## config.mk

```make
export PLATFORM = sky130hd
export DESIGN_NAME = sum_decumulator
export DESIGN_NICKNAME = d
export VERILOG_FILES = /design/src/rtl/sum_acc_pkg.sv /design/src/rtl/sum_delta_reg.sv /design/src/rtl/sum_decumulator.sv
export SDC_FILE = /design/constraint.sdc
export NUM_CORES = 1
export LEC_CHECK = 0
export CAP_MARGIN = 20
export CELL_PAD_IN_SITES_DETAIL_PLACEMENT = 1
export CELL_PAD_IN_SITES_GLOBAL_PLACEMENT = 1
export CORE_ASPECT_RATIO = 1.25
export CORE_MARGIN = 10
export CORE_UTILIZATION = 40
export DETAILED_ROUTE_END_ITERATION = 6
export PLACE_DENSITY_LB_ADDON = 0.3
export SETUP_SLACK_MARGIN = 0.4
export SLEW_MARGIN = 20
export SYNTH_ARGS = -nofsm -noshare
export SYNTH_HDL_FRONTEND = slang
export SYNTH_SLANG_ARGS = --single-unit
export TNS_END_PERCENT = 100
```

## constraint.sdc

```tcl
create_clock -name i_clk -period 3.8 [get_ports i_clk]
set_clock_uncertainty 0.05 [all_clocks]
set_input_delay 0.57 -clock i_clk [delete_from_list [all_inputs] [get_ports i_clk]]
set_output_delay 0.57 -clock i_clk [all_outputs]
set_load 0.02 [all_outputs]
```

## src/rtl/sum_acc_pkg.sv

```systemverilog
// Shared constants and types for the sum accumulator / decumulator link.
// Default widths live here so both ends of the link agree on them.
package sum_acc_pkg;

    localparam int SA_NB_DATA_IN  = 3;
    localparam int SA_NB_DATA_OUT = 6;
    localparam int SA_NB_DELTA    = SA_NB_DATA_IN + 1;
    localparam int SA_NB_CNT      = 8;

    typedef enum logic [1:0] {
        ST_PRIME = 2'd0,
        ST_RUN   = 2'd1,
        ST_HALT  = 2'd2
    } state_t;

    // Largest step the accumulator can take: two full-scale operands.
    function automatic int max_inc(input int nb_data_in);
        return 2 * ((1 << nb_data_in) - 1);
    endfunction

    typedef struct packed {
        logic [SA_NB_DELTA-1:0] delta;
        logic                   wrap;
        logic                   err;
    } delta_t;

endpackage

```

## src/rtl/sum_delta_reg.sv

```systemverilog
// Single-entry valid/ready output register with synchronous flush.
// The producer only loads when the entry is free or being consumed this cycle.
module sum_delta_reg
    import sum_acc_pkg::*;
(
    input  logic   i_clk,
    input  logic   i_rst,
    input  logic   i_flush,
    input  logic   i_load,
    input  delta_t i_data,
    input  logic   i_ready,
    output logic   o_valid,
    output delta_t o_data
);

    logic   valid_q, valid_d;
    delta_t data_q,  data_d;

    always_comb begin
        valid_d = valid_q;
        data_d  = data_q;
        if (i_flush) begin
            valid_d = 1'b0;
        end else if (i_load) begin
            valid_d = 1'b1;
            data_d  = i_data;
        end else if (valid_q && i_ready) begin
            valid_d = 1'b0;
        end
    end

    always_ff @(posedge i_clk) begin
        if (i_rst) begin
            valid_q <= 1'b0;
            data_q  <= '0;
        end else begin
            valid_q <= valid_d;
            data_q  <= data_d;
        end
    end

    assign o_valid = valid_q;
    assign o_data  = data_q;

endmodule

```

## src/rtl/sum_decumulator.sv

```systemverilog
// Recovers per-cycle increments from an accumulator's running sum stream,
// checks them against the accumulator's wrap/step rules and halts on a bad one.
module sum_decumulator
    import sum_acc_pkg::*;
#(
    parameter int NB_DATA_IN  = SA_NB_DATA_IN,
    parameter int NB_DATA_OUT = SA_NB_DATA_OUT,
    parameter int NB_DELTA    = NB_DATA_IN + 1,
    parameter int NB_CNT      = SA_NB_CNT
) (
    input  logic                   i_clk,
    input  logic                   i_rst,
    input  logic                   i_valid,
    input  logic [NB_DATA_OUT-1:0] i_data,
    input  logic                   i_overflow,
    output logic                   o_ready,
    input  logic                   i_resync,
    output logic                   o_valid,
    output logic [NB_DELTA-1:0]    o_delta,
    output logic                   o_wrap,
    output logic                   o_err,
    input  logic                   i_ready,
    output logic                   o_halted,
    output logic [NB_CNT-1:0]      o_count
);

    localparam logic [NB_DATA_OUT-1:0] MAX_INC_W = NB_DATA_OUT'(max_inc(NB_DATA_IN));

    state_t                 state_q;
    logic [NB_DATA_OUT-1:0] prev_q;
    logic [NB_CNT-1:0]      cnt_q;

    logic                   accept;
    logic                   load;
    logic                   out_hs;
    logic [NB_DATA_OUT-1:0] diff;
    logic                   wrap;
    logic                   err;
    delta_t                 delta_d;
    delta_t                 out_q;
    logic                   out_valid;

    // Modular difference; the accumulator only wraps when the sum goes down.
    assign diff = i_data - prev_q;
    assign wrap = (i_data < prev_q);
    assign err  = (diff > MAX_INC_W) | (i_overflow != wrap);

    assign delta_d.delta = diff[NB_DELTA-1:0];
    assign delta_d.wrap  = wrap;
    assign delta_d.err   = err;

    // HALT drains the input so the upstream never stalls on a dead link.
    assign o_ready = (state_q == ST_HALT) | ~out_valid | i_ready;
    assign accept  = i_valid & o_ready;
    assign load    = accept & (state_q == ST_RUN) & ~i_resync;
    assign out_hs  = out_valid & i_ready & ~out_q.err;

    always_ff @(posedge i_clk) begin
        if (i_rst) begin
            state_q <= ST_PRIME;
            prev_q  <= '0;
            cnt_q   <= '0;
        end else if (i_resync) begin
            state_q <= ST_PRIME;
            cnt_q   <= '0;
        end else begin
            if (out_hs && (cnt_q != '1))
                cnt_q <= cnt_q + 1'b1;
            if (accept) begin
                case (state_q)
                    ST_PRIME: begin
                        prev_q  <= i_data;
                        state_q <= ST_RUN;
                    end
                    ST_RUN: begin
                        prev_q <= i_data;
                        if (err)
                            state_q <= ST_HALT;
                    end
                    default: ;
                endcase
            end
        end
    end

    sum_delta_reg u_out (
        .i_clk   (i_clk),
        .i_rst   (i_rst),
        .i_flush (i_resync),
        .i_load  (load),
        .i_data  (delta_d),
        .i_ready (i_ready),
        .o_valid (out_valid),
        .o_data  (out_q)
    );

    assign o_valid  = out_valid;
    assign o_delta  = out_q.delta;
    assign o_wrap   = out_q.wrap;
    assign o_err    = out_q.err;
    assign o_halted = (state_q == ST_HALT);
    assign o_count  = cnt_q;

endmodule

```

## Word-level counts from Yosys, hierarchy flattened

Cells that the tools add are included.
W data, S select, Z words.

- Flip-flop bits (word level): 23
- Bits of input ports: 12

- $add $sub $neg: 2
- Magnitude comparators: 2
- Equal/unequal tests: 5
- Mux-type cells: 4
- Bitwise logic cells: 11
- Reduce and logical (&&, ||, !) cells: 10

Operators by type and width:

| kind | number |
|---|---|
| $add A8 B1 Y8 const B | 1 |
| $ne A8 B8 Y1 const B | 1 |
| $gt A6 B4 Y1 const B | 1 |
| $lt A6 B6 Y1 | 1 |
| $reduce_and A3 Y1 | 2 |
| $sub A6 B6 Y6 | 1 |
| $and A1 B1 Y1 | 5 |
| $pmux W2 S2 | 1 |
| $reduce_bool A2 Y1 | 2 |
| $reduce_or A2 Y1 | 2 |
| $not A1 Y1 | 3 |
| $or A1 B1 Y1 | 3 |
| $eq A2 B1 Y1 const B | 1 |
| $eq A2 B2 Y1 const B | 1 |
| $logic_and A1 B1 Y1 | 2 |
| $logic_not A2 Y1 | 1 |
| $mux W1 | 2 |
| $mux W2 | 1 |
| $ne A2 B2 Y1 const B | 1 |
| $reduce_and A2 Y1 | 1 |
| $ne A1 B1 Y1 | 1 |

## Logic depth before layout (Yosys ltp)

- Depth after elaboration: 7
- Gate-level depth with buffers: 8
- Mapped depth without buffers: 8

## Hierarchy

A second synthesis with hierarchy kept.

- Cell total of the unflattened synthesis: 157
- Area total of the unflattened synthesis: 1381.3 um^2

Modules (own cells, without submodules):

| module | instances | cells each | area each (um^2) | sequential area each (um^2) |
|---|---|---|---|---|
| sum_decumulator | 1 | 127 | 1051.0 | 320.3 |
| sum_delta_reg | 1 | 30 | 330.3 | 140.1 |

## Least setup slack after synthesis

Ideal clock, no wire load.

- Kind: input-to-reg
- Start point: input port i_data[0]
- End point: register u_out.data_q (netlist bit u_out.o_data[0])
- Library setup time: 0.088 ns
- Data arrival time: 1.996 ns
- Data required time: 3.662 ns
- Slack: 1.666 ns
- Stages: 8
- Cells stage by stage: inv_1 > ha_1 > fa_1 > nand2b_1 > a21oi_1 > xor2_1 > a21oi_1 > a311oi_2

- Longest elaborated chain between the ends: 3
- Elaborated cells between the ends (all ways): 5
- Classes of those cells: add/sub (1); order compare (2); eq/ne (1); bitwise (1)

Ends and longest elaborated chain:

| what | RTL line | text |
|---|---|---|
| start, declared | sum_decumulator.sv:14 | `input logic [NB_DATA_OUT-1:0] i_data,` |
| $sub A6 B6 Y6 / $lt A6 B6 Y1 (equally long branches) | sum_decumulator.sv:44, sum_decumulator.sv:45 |  |
| $gt A6 B4 Y1 / $ne A1 B1 Y1 (equally long branches) | sum_decumulator.sv:46 | `assign err = (diff > MAX_INC_W) \| (i_overflow != wrap);` |
| $or A1 B1 Y1 (*) | sum_decumulator.sv:46 |  |
| end signal, assigned | sum_delta_reg.sv:38 | `data_q <= data_d;` |
| end, declared | sum_delta_reg.sv:17 | `delta_t data_q, data_d;` |

Mark *: on every way between the ends. The rest lies on a longest branch, timed or not.
A chain may end at the register's enable or synchronous reset.

## Worst setup path after layout

- Start point: input port i_ready
- End point: output port o_ready

- Longest elaborated chain between the ends: 1

Ends and longest elaborated chain:

| what | RTL line | text |
|---|---|---|
| start, declared | sum_decumulator.sv:22 | `input logic i_ready,` |
| $or A1 B1 Y1 | sum_decumulator.sv:53 | `assign o_ready = (state_q == ST_HALT) \| ~out_valid \| i_ready;` |
| end, declared | sum_decumulator.sv:16 | `output logic o_ready,` |

No other way between the ends.

==> results.json <==
{
  "critPathMostFrequentCell": "clkdlybuf4s50_1",
  "syn_area_per_cell_um2": 8.82,
  "routed_wl_um": 3500,
  "dpl_cell_area_um2": 1650,
  "ys_seq_area_share_pct": 34.4,
  "drc": 0,
  "initialDrtViolationCount": 32,
  "synth-async-reset-ratio_pct": 0,
  "worstReg2RegEnd": "u_out.o_data[0]",
  "p_per_area_nw_per_um2": 299,
  "core_um2": 3220,
  "cts_setup_buffers": 0,
  "multi_input_area_um2": 827,
  "cp_num_buf_inv": 2,
  "register_area_um2": 460,
  "area_delta_synth_final_pct": 26.6,
  "hp-class": "flip-flop to flip-flop",
  "routed-via-count": 1200,
  "syn_area_um2": 1340,
  "worst_setup_path_start_kind": "input port",
  "grt_pass1_wl_um": 6200,
  "yosysTopAreaCell": "dfxtp_1",
  "critPathRequiredTime_ps": 3180,
  "grt_use_total_pct": 12.4,
  "cts_buffers": 3,
  "hp-start": "u_out.o_data[5]",
  "synthDominantCellAreaShare_pct": 34.4,
  "synth_seq_cells": 23,
  "peakVddDrop_v": 0.000245,
  "clock_latency_ps": 270,
  "critPathTopFamily": "buffers and inverters",
  "synth_flop_cell": "dfxtp_1",
  "antenna_found_initial": 0,
  "reg2reg_from": "prev_q[0]",
  "die-area_um2": 6080,
  "ys.warnings.count": 0,
  "cp_cell_sequence": "clkdlybuf4s50_1, nor2b_4, o21ai_0, clkdlybuf4s50_1",
  "die_y_um": 84.7,
  "fmax_mhz": 389,
  "cts-root-buf": "clkbuf_8",
  "p_leak_nw": 0.610,
  "min_to": "u_out.o_data[5]",
  "grt_max_degree": 15,
  "tightest_slew_ps": 597,
  "fin_crit_sh_pct": 67.7,
  "die_x_um": 71.8,
  "cts_resized": 0,
  "drv_cap": 0,
  "cpPeakStageDelay_ps": 570,
  "wl_per_cell_um": 16.1,
  "nets": 202,
  "hold_buffers": 0,
  "crit_fanout": 5,
  "clkTransAtPathRegs_ps": 80,
  "hpwl_um": 2900,
  "r2r_cells": 7,
  "io_buffers": 28,
  "stdcell_area_um2": 1700,
  "post-place-ws_ps": 1010,
  "ant_nets": 0,
  "worst_slew_margin_rel_pct": 60.0,
  "path_class": "input port to primary output",
  "first_pass_iters": 4,
  "post_synth_num_cell_types": 46,
  "rows": 23,
  "r2r_slack_ps": 1790,
  "cts_max_level": 1,
  "hold_viol": 0,
  "min_path_cells": 2,
  "final.min_clock_period_ps": 2570,
  "tns_ps": 0,
  "cp-end-kind": "primary output",
  "clk_path_buf_depth": 2,
  "finalMaxSlewViolations": 0,
  "synth_edf_count": 0,
  "gp_congestion": 0.803,
  "first_global_vias": 1371,
  "setup_viol": 0,
  "syn_nets": 172,
  "rsz0062_at_grt": "no",
  "overflow": 0,
  "syn_inst": 152,
  "yosys-top-cells-area": "dfxtp_1 34%, nor2_1 8.1%, ha_1 6.5%",
  "p_total_mw": 0.507,
  "cts_tree": "built",
  "antenna_cells": 0,
  "fin_ws_ps": 1230,
  "drive_above_1_share_pct": 7.18,
  "slowest_stage": "clkdlybuf4s50_1",
  "status": "finished, final reports clean",
  "boundaryPins": 29,
  "clock_sinks": 23,
  "worstPathArrival_ps": 1950,
  "vias_per_cell": 5.50,
  "fillerInstances": 397,
  "start_util_pct": 41.6
}
## per-stage QoR
stage          hold slack, ps  cells  utilization (%)
2_1_floorplan             410    152                -
3_3_place_gp              399    214             51.2
4_1_cts                   438    218             52.6
5_1_grt                   457    218             52.6
3_5_place_dp              425    214             51.2
6_report                  432    218             52.6
## flip-flops by register name (all words and copies together) (netlist names)
signal,cells
u_out.o_data,6
prev_q,6
u_out.o_valid,1
o_count,8
state_q,2
## layout by cell type (no fill, tap or decap), drive strengths merged, types with 3 or more instances in the layout
master	count
dfxtp	23
a211oi	4
nand2	7
inv	10
clkdlybuf4s50	28
xor2	6
a311oi	3
nor3	3
ha	7
clkbuf	4
xnor2	3
a21oi	7
mux2i	7
nor2	29
nand2b	3
o21ai	6
nor2b	5
## power breakdown
| part | internal (mW) | switching, mW | total [mW] |
|---|---|---|---|
| combinational | 0.0461 | 0.0547 | 0.101 |
| sequential | 0.246 | 0.00438 | 0.251 |
| clock | 0.0751 | 0.0808 | 0.156 |
| total | 0.368 | 0.140 | 0.507 |
## cells in the mapped netlist, types with 3 or more instances
master    number
nor2_1        29
dfxtp_1       23
inv_1         10
a21oi_1        7
ha_1           7
mux2i_1        7
nand2_1        7
o21ai_0        6
xor2_1         6
a211oi_1       4
nor2b_1        4
xnor2_1        3
## cell type report
type,count,share of cell area (%)
multi-input combinational,116,48.7
sequential,23,27.1
timing repair buffer,28,16.5
tap,37,2.73
clock buffer,4,2.65
inverter,10,2.21
## worst max-delay path by stage
stage	from	to	slack (ps)	cells past startpoint
after detailed placement	i_data[0]	u_out.o_data[0]	1010	9
after global placement	i_data[0]	u_out.o_data[0]	1090	9
after CTS	i_ready	o_ready	1220	4
after floorplan	i_data[0]	u_out.o_data[0]	1670	8
final	i_ready	o_ready	1230	4
after global routing	i_data[0]	state_q[1]	1120	9
## cells by family after synthesis
group | Yosys count | share of synthesized area (%)
simple gates | 62 | 25.3
compound gates | 30 | 17.3
flops | 23 | 34.4
buf+inv | 13 | 3.92
xor+xnor | 9 | 5.88
fa+ha+maj | 8 | 8.03
mux | 7 | 5.23
## worst register-to-register path: stages (launching register included)
cell and delay [ps]:
dfxtp_1 320, ha_1 210, fa_1 400, nand2b_1 180, a21oi_1 210, or4b_1 160, a31oi_2 110, a311oi_2 280
## layer usage
layer | GRT usage (%) | share of wire [%] | up-vias
li1 | - | - | 595
met1 | 12.2 | 39 | 569
met2 | 22.3 | 53 | 27
met3 | 3.42 | 5.0 | 9
met4 | 7.05 | 2.5 | 0
met5 | 0 | 0 | -
Power figures use the tool's default switching activity.
==> variant 1: new RTL, same settings <==
Set the package constant `SA_NB_CNT` to 4 (it was 8).
--- a/src/rtl/sum_acc_pkg.sv
+++ b/src/rtl/sum_acc_pkg.sv
@@ -6,5 +6,5 @@
     localparam int SA_NB_DATA_OUT = 6;
     localparam int SA_NB_DELTA    = SA_NB_DATA_IN + 1;
-    localparam int SA_NB_CNT      = 8;
+    localparam int SA_NB_CNT      = 4;
 
     typedef enum logic [1:0] {
Interface: changed (resized o_count); port bits go from 29 to 25. No check against the original RTL was run, so the function may have changed too.
==> variant 1 against the original RTL <==
  * Register-to-register slack lost 0.09 ns
  * Sequential cell count shrank 4
  * Worst hold slack lost 0.0029 ns
  * Sequential power shrank 16%
  * Synthesized area shrank 15%
  * Final area shrank 17%
  * Combinational power shrank 4%
  * Wire length shrank 22%
  * Final cell count shrank 14%
  * Utilization shrank 0.35 points
  * Worst setup slack gained 0.0030 ns
  * Power shrank 19%
  * Non-clock buffer count shrank 4
  * Critical endpoint is now state_q[1]$_SDFFE_PP0P_
  * Highest routed layer unchanged
==> variant 1: results (changes against the original RTL) <==
Worst setup path
  – Crit path max fanout: 3 (-2)
  – WP data arrival: 2.73 ns (+0.78 ns)
  – Max stage delay on crit path: 0.48 ns (-0.09 ns)
  – Crit end category: register

Global route
  – Gr usage total: 10.8% (-1.6 points)
  – Vias in the first global route: 1045 (-24%)
  – Met2 GRT Util: 20.1% (-2.3 points)
  – Met3 Resource Use GR: 2.25% (-1.2 points)

Power and ir drop
  – Leakage: 0.000516 uW (-15%)
  – Worst IR drop on VDD: 159 uV (-35%)
  – Clk network pwr share: 25.4% (-5.3 points)

CTS
  – Clock latency on the worst-skew pair: 0.31 ns (+0.04 ns)
  – CTS clk-pin slew, worst paths: 0.12 ns (+0.04 ns)

Placed design
  – Post-DP HPWL: 2310 um (-20%)
  – Port bufs: 24 (-14%)
  – GPL Wtd Cong: 0.791 (-1.5%)

Yosys
  – Top post-synthesis cells by count: nor2_1 (20), dfxtp_1 (19), inv_1 (11)
  – Top cells by area, synth: dfxtp_1 (34%), ha_1 (7.7%), mux2i_1 (7.1%)
  – Sequential fraction of the synthesis area: 33.5% (-0.84 points)

Route
  – Met3 wire length: 144 um (-18%)
  – Iter 0 DRT Violations: 35 (+9.4%)
  – WL/cell: 14.6 um (-9.1%)
  – Vias/cell: 5.24 (-4.8%)

Final layout
  – Fraction of layout cells with a size suffix above 1: 9.09% (+1.9 points)
  – Fin nets: 175 (-13%)

STA
  – Worst slew margin: 53.5% (-6.4 points)

Status
  – Run status: finished clean
variant 1: changes by cell type after synthesis, moves of 2 or more:
cell,delta
xnor2_1,-2
dfxtp_1,-4
nand4_1,-2
buf_6,+2
o21ai_0,-2
nor3b_1,+2
nor2_1,-9
or2_2,+2
xor2_1,-4
a21oi_1,+2
nor2b_1,-2
variant 1: kinds of logic (layout without fill, tap and decap cells):
kind of cell	count (synthesis)	count (layout)	synth area share (%)
xor+xnor	3	3	2.32
mux	9	9	8.05
flops	19	19	33.5
buf+inv	15	39	6.28
compound gates	27	27	16.2
fa+ha+maj	8	8	9.48
simple gates	49	49	24.1
variant 1: through the flow:
step	worst slack [ns]	hold slack, ns
after floorplan	1.56	0.410
after CTS	1.21	0.432
after detailed placement	0.886	0.415
final	1.23	0.429
after global routing	1.00	0.445
after global placement	0.958	0.400
variant 1: critical path: cells and delay by family:
family / cells / cell delay [ns]
compound gates: 3 / 0.64
fa+ha+maj: 2 / 0.60
buf+inv: 2 / 0.53
mux: 1 / 0.22
simple gates: 1 / 0.17
variant 1: path summary, 6_finish.rpt:
kind	slack, ns	startpoint	depth (start not counted)	endpoint
setup / recovery	1.23	i_data[0]	9	state_q[1]$_SDFFE_PP0P_
hold / removal	0.43	u_out.o_data[1]$_SDFFE_PP0P_	2	u_out.o_data[1]$_SDFFE_PP0P_
setup reg to reg	1.70	prev_q[0]$_SDFFE_PP0P_	7	state_q[1]$_SDFFE_PP0P_
hold reg to reg	0.43	u_out.o_data[1]$_SDFFE_PP0P_	2	u_out.o_data[1]$_SDFFE_PP0P_
variant 1: area by class of cell:
cell class / count / area, um^2
fill: 339 / 1290
multi-input combinational: 96 / 683
sequential: 19 / 380
timing repair buffer: 24 / 240
tap: 34 / 42.5
inverter: 11 / 41.3
clock buffer: 3 / 22.5
clock inverter: 1 / 5.00
==> variant 2: new RTL, same settings <==
Made on the original files. Register the output `o_count` once more, with the module's reset; this adds one clock of latency there. The other outputs are not delayed to match.
--- a/src/rtl/sum_decumulator.sv
+++ b/src/rtl/sum_decumulator.sv
@@ -100,5 +100,11 @@
     assign o_err    = out_q.err;
     assign o_halted = (state_q == ST_HALT);
-    assign o_count  = cnt_q;
+    always_ff @(posedge i_clk) begin
+        if (i_rst) begin
+            o_count <= '0;
+        end else begin
+            o_count <= cnt_q;
+        end
+    end
 
 endmodule
Formal check against the unedited RTL: not equivalent (a bounded check fails within 4 cycles, from zero or initial values and one cycle with i_rst high).
==> variant 2 against the original RTL <==
  * Synthesized area up 15%
  * Sequential share of layout area rose by 4.4 points
  * Worst setup slack worse by 0.22 ns
  * Sequential cell count is 8 higher
  * Wire length up 12%
  * Power is 53% higher
  * Largest power group unchanged
  * Final area is 16% higher
  * First-iteration DRC count up 110%
  * Combinational power is 5% higher
  * Highest routed layer unchanged
==> variant 2: results (changes against the original RTL) <==
Status
  – Run status: finished clean

CTS
  – CTS H-tree depth: 2 (+1)
  – CTS Buf Count: 5 (+2)

Final layout
  – Multi-input gate area: 865 um^2 (+4.5%)
  – #MultiIn Comb: 124 (+6.9%)
  – Fin nets: 220 (+8.9%)
  – Layout buffering overhead excluding clock cells: 14.2% (-2.3 points)
  – Fraction of layout cells with a size suffix above 1: 8.96% (+1.8 points)

Global route
  – Met1 Track Usage GR: 13.0% (+0.74 points)
  – Vias in the first global route: 1444 (+5.3%)
  – First-pass GRT wire length: 6760 um (+9.0%)
  – Largest net degree at the start of global routing: 23 (+8)

Yosys
  – Synth cell types: 44 (-4.3%)
  – Top cells by area, synth: dfxtp_1 (40%), nor2_1 (6.1%), ha_1 (5.7%)
  – Synthesized area per cell: 9.11 um^2 (+3.3%)
  – Top post-synthesis cells by count: dfxtp_1 (31), nor2_1 (25), nand2_1 (12)

Route
  – Vias/cell: 5.51 (+0.18%)
  – Iter 0 DRT Violations: 66 (+110%)

Worst setup path
  – Worst Setup SP: i_data[0]
  – End of the worst register-to-register path: state_q[0]$_SDFFE_PP0P_

STA
  – Actual slew at the worst max-slew pin: 0.864 ns (+0.267 ns)

Power and ir drop
  – Flop pwr share: 43.2% (-6.2 points)
  – Total power: 777 uW (+53%)
  – Leakage: 0.000735 uW (+21%)

Placed design
  – Post-DP HPWL: 3150 um (+8.6%)
-- variant 2: cell count changes after synthesis, moves of 3 or more --
cell / unedited run / this run
dfxtp_1: 23 / 31
a311oi_1: 2 / 5
nor2_1: 29 / 25
and3_1: 0 / 3
nor2b_1: 4 / 10
nand2_1: 7 / 12
-- variant 2: metal layers --
metal,wire length [um],vias to the layer above
met2,2170,28
met3,169,6
met1,1510,646
li1,-,649
met5,0,-
met4,55,0
-- variant 2: logic make-up (layout without fill, tap and decap cells) --
family,count (synthesis),count (layout),share of synthesized area (%)
DFF,31,31,40.3
AOI/OAI and AO/OA,31,31,14.5
adders and majority gates,8,8,6.99
and+or+nand+nor,68,68,24.5
xor gates and xnor gates,10,10,5.69
buffers and inverters,14,46,3.50
muxes,7,7,4.55
-- variant 2: worst max-delay path, stage by stage --
cell	delay [ns]
clkdlybuf4s50_1	0.47
inv_1	0.05
ha_1	0.23
fa_1	0.43
nand2b_2	0.22
a21o_1	0.18
a311oi_1	0.42
a311oi_1	0.10
a22o_1	0.25
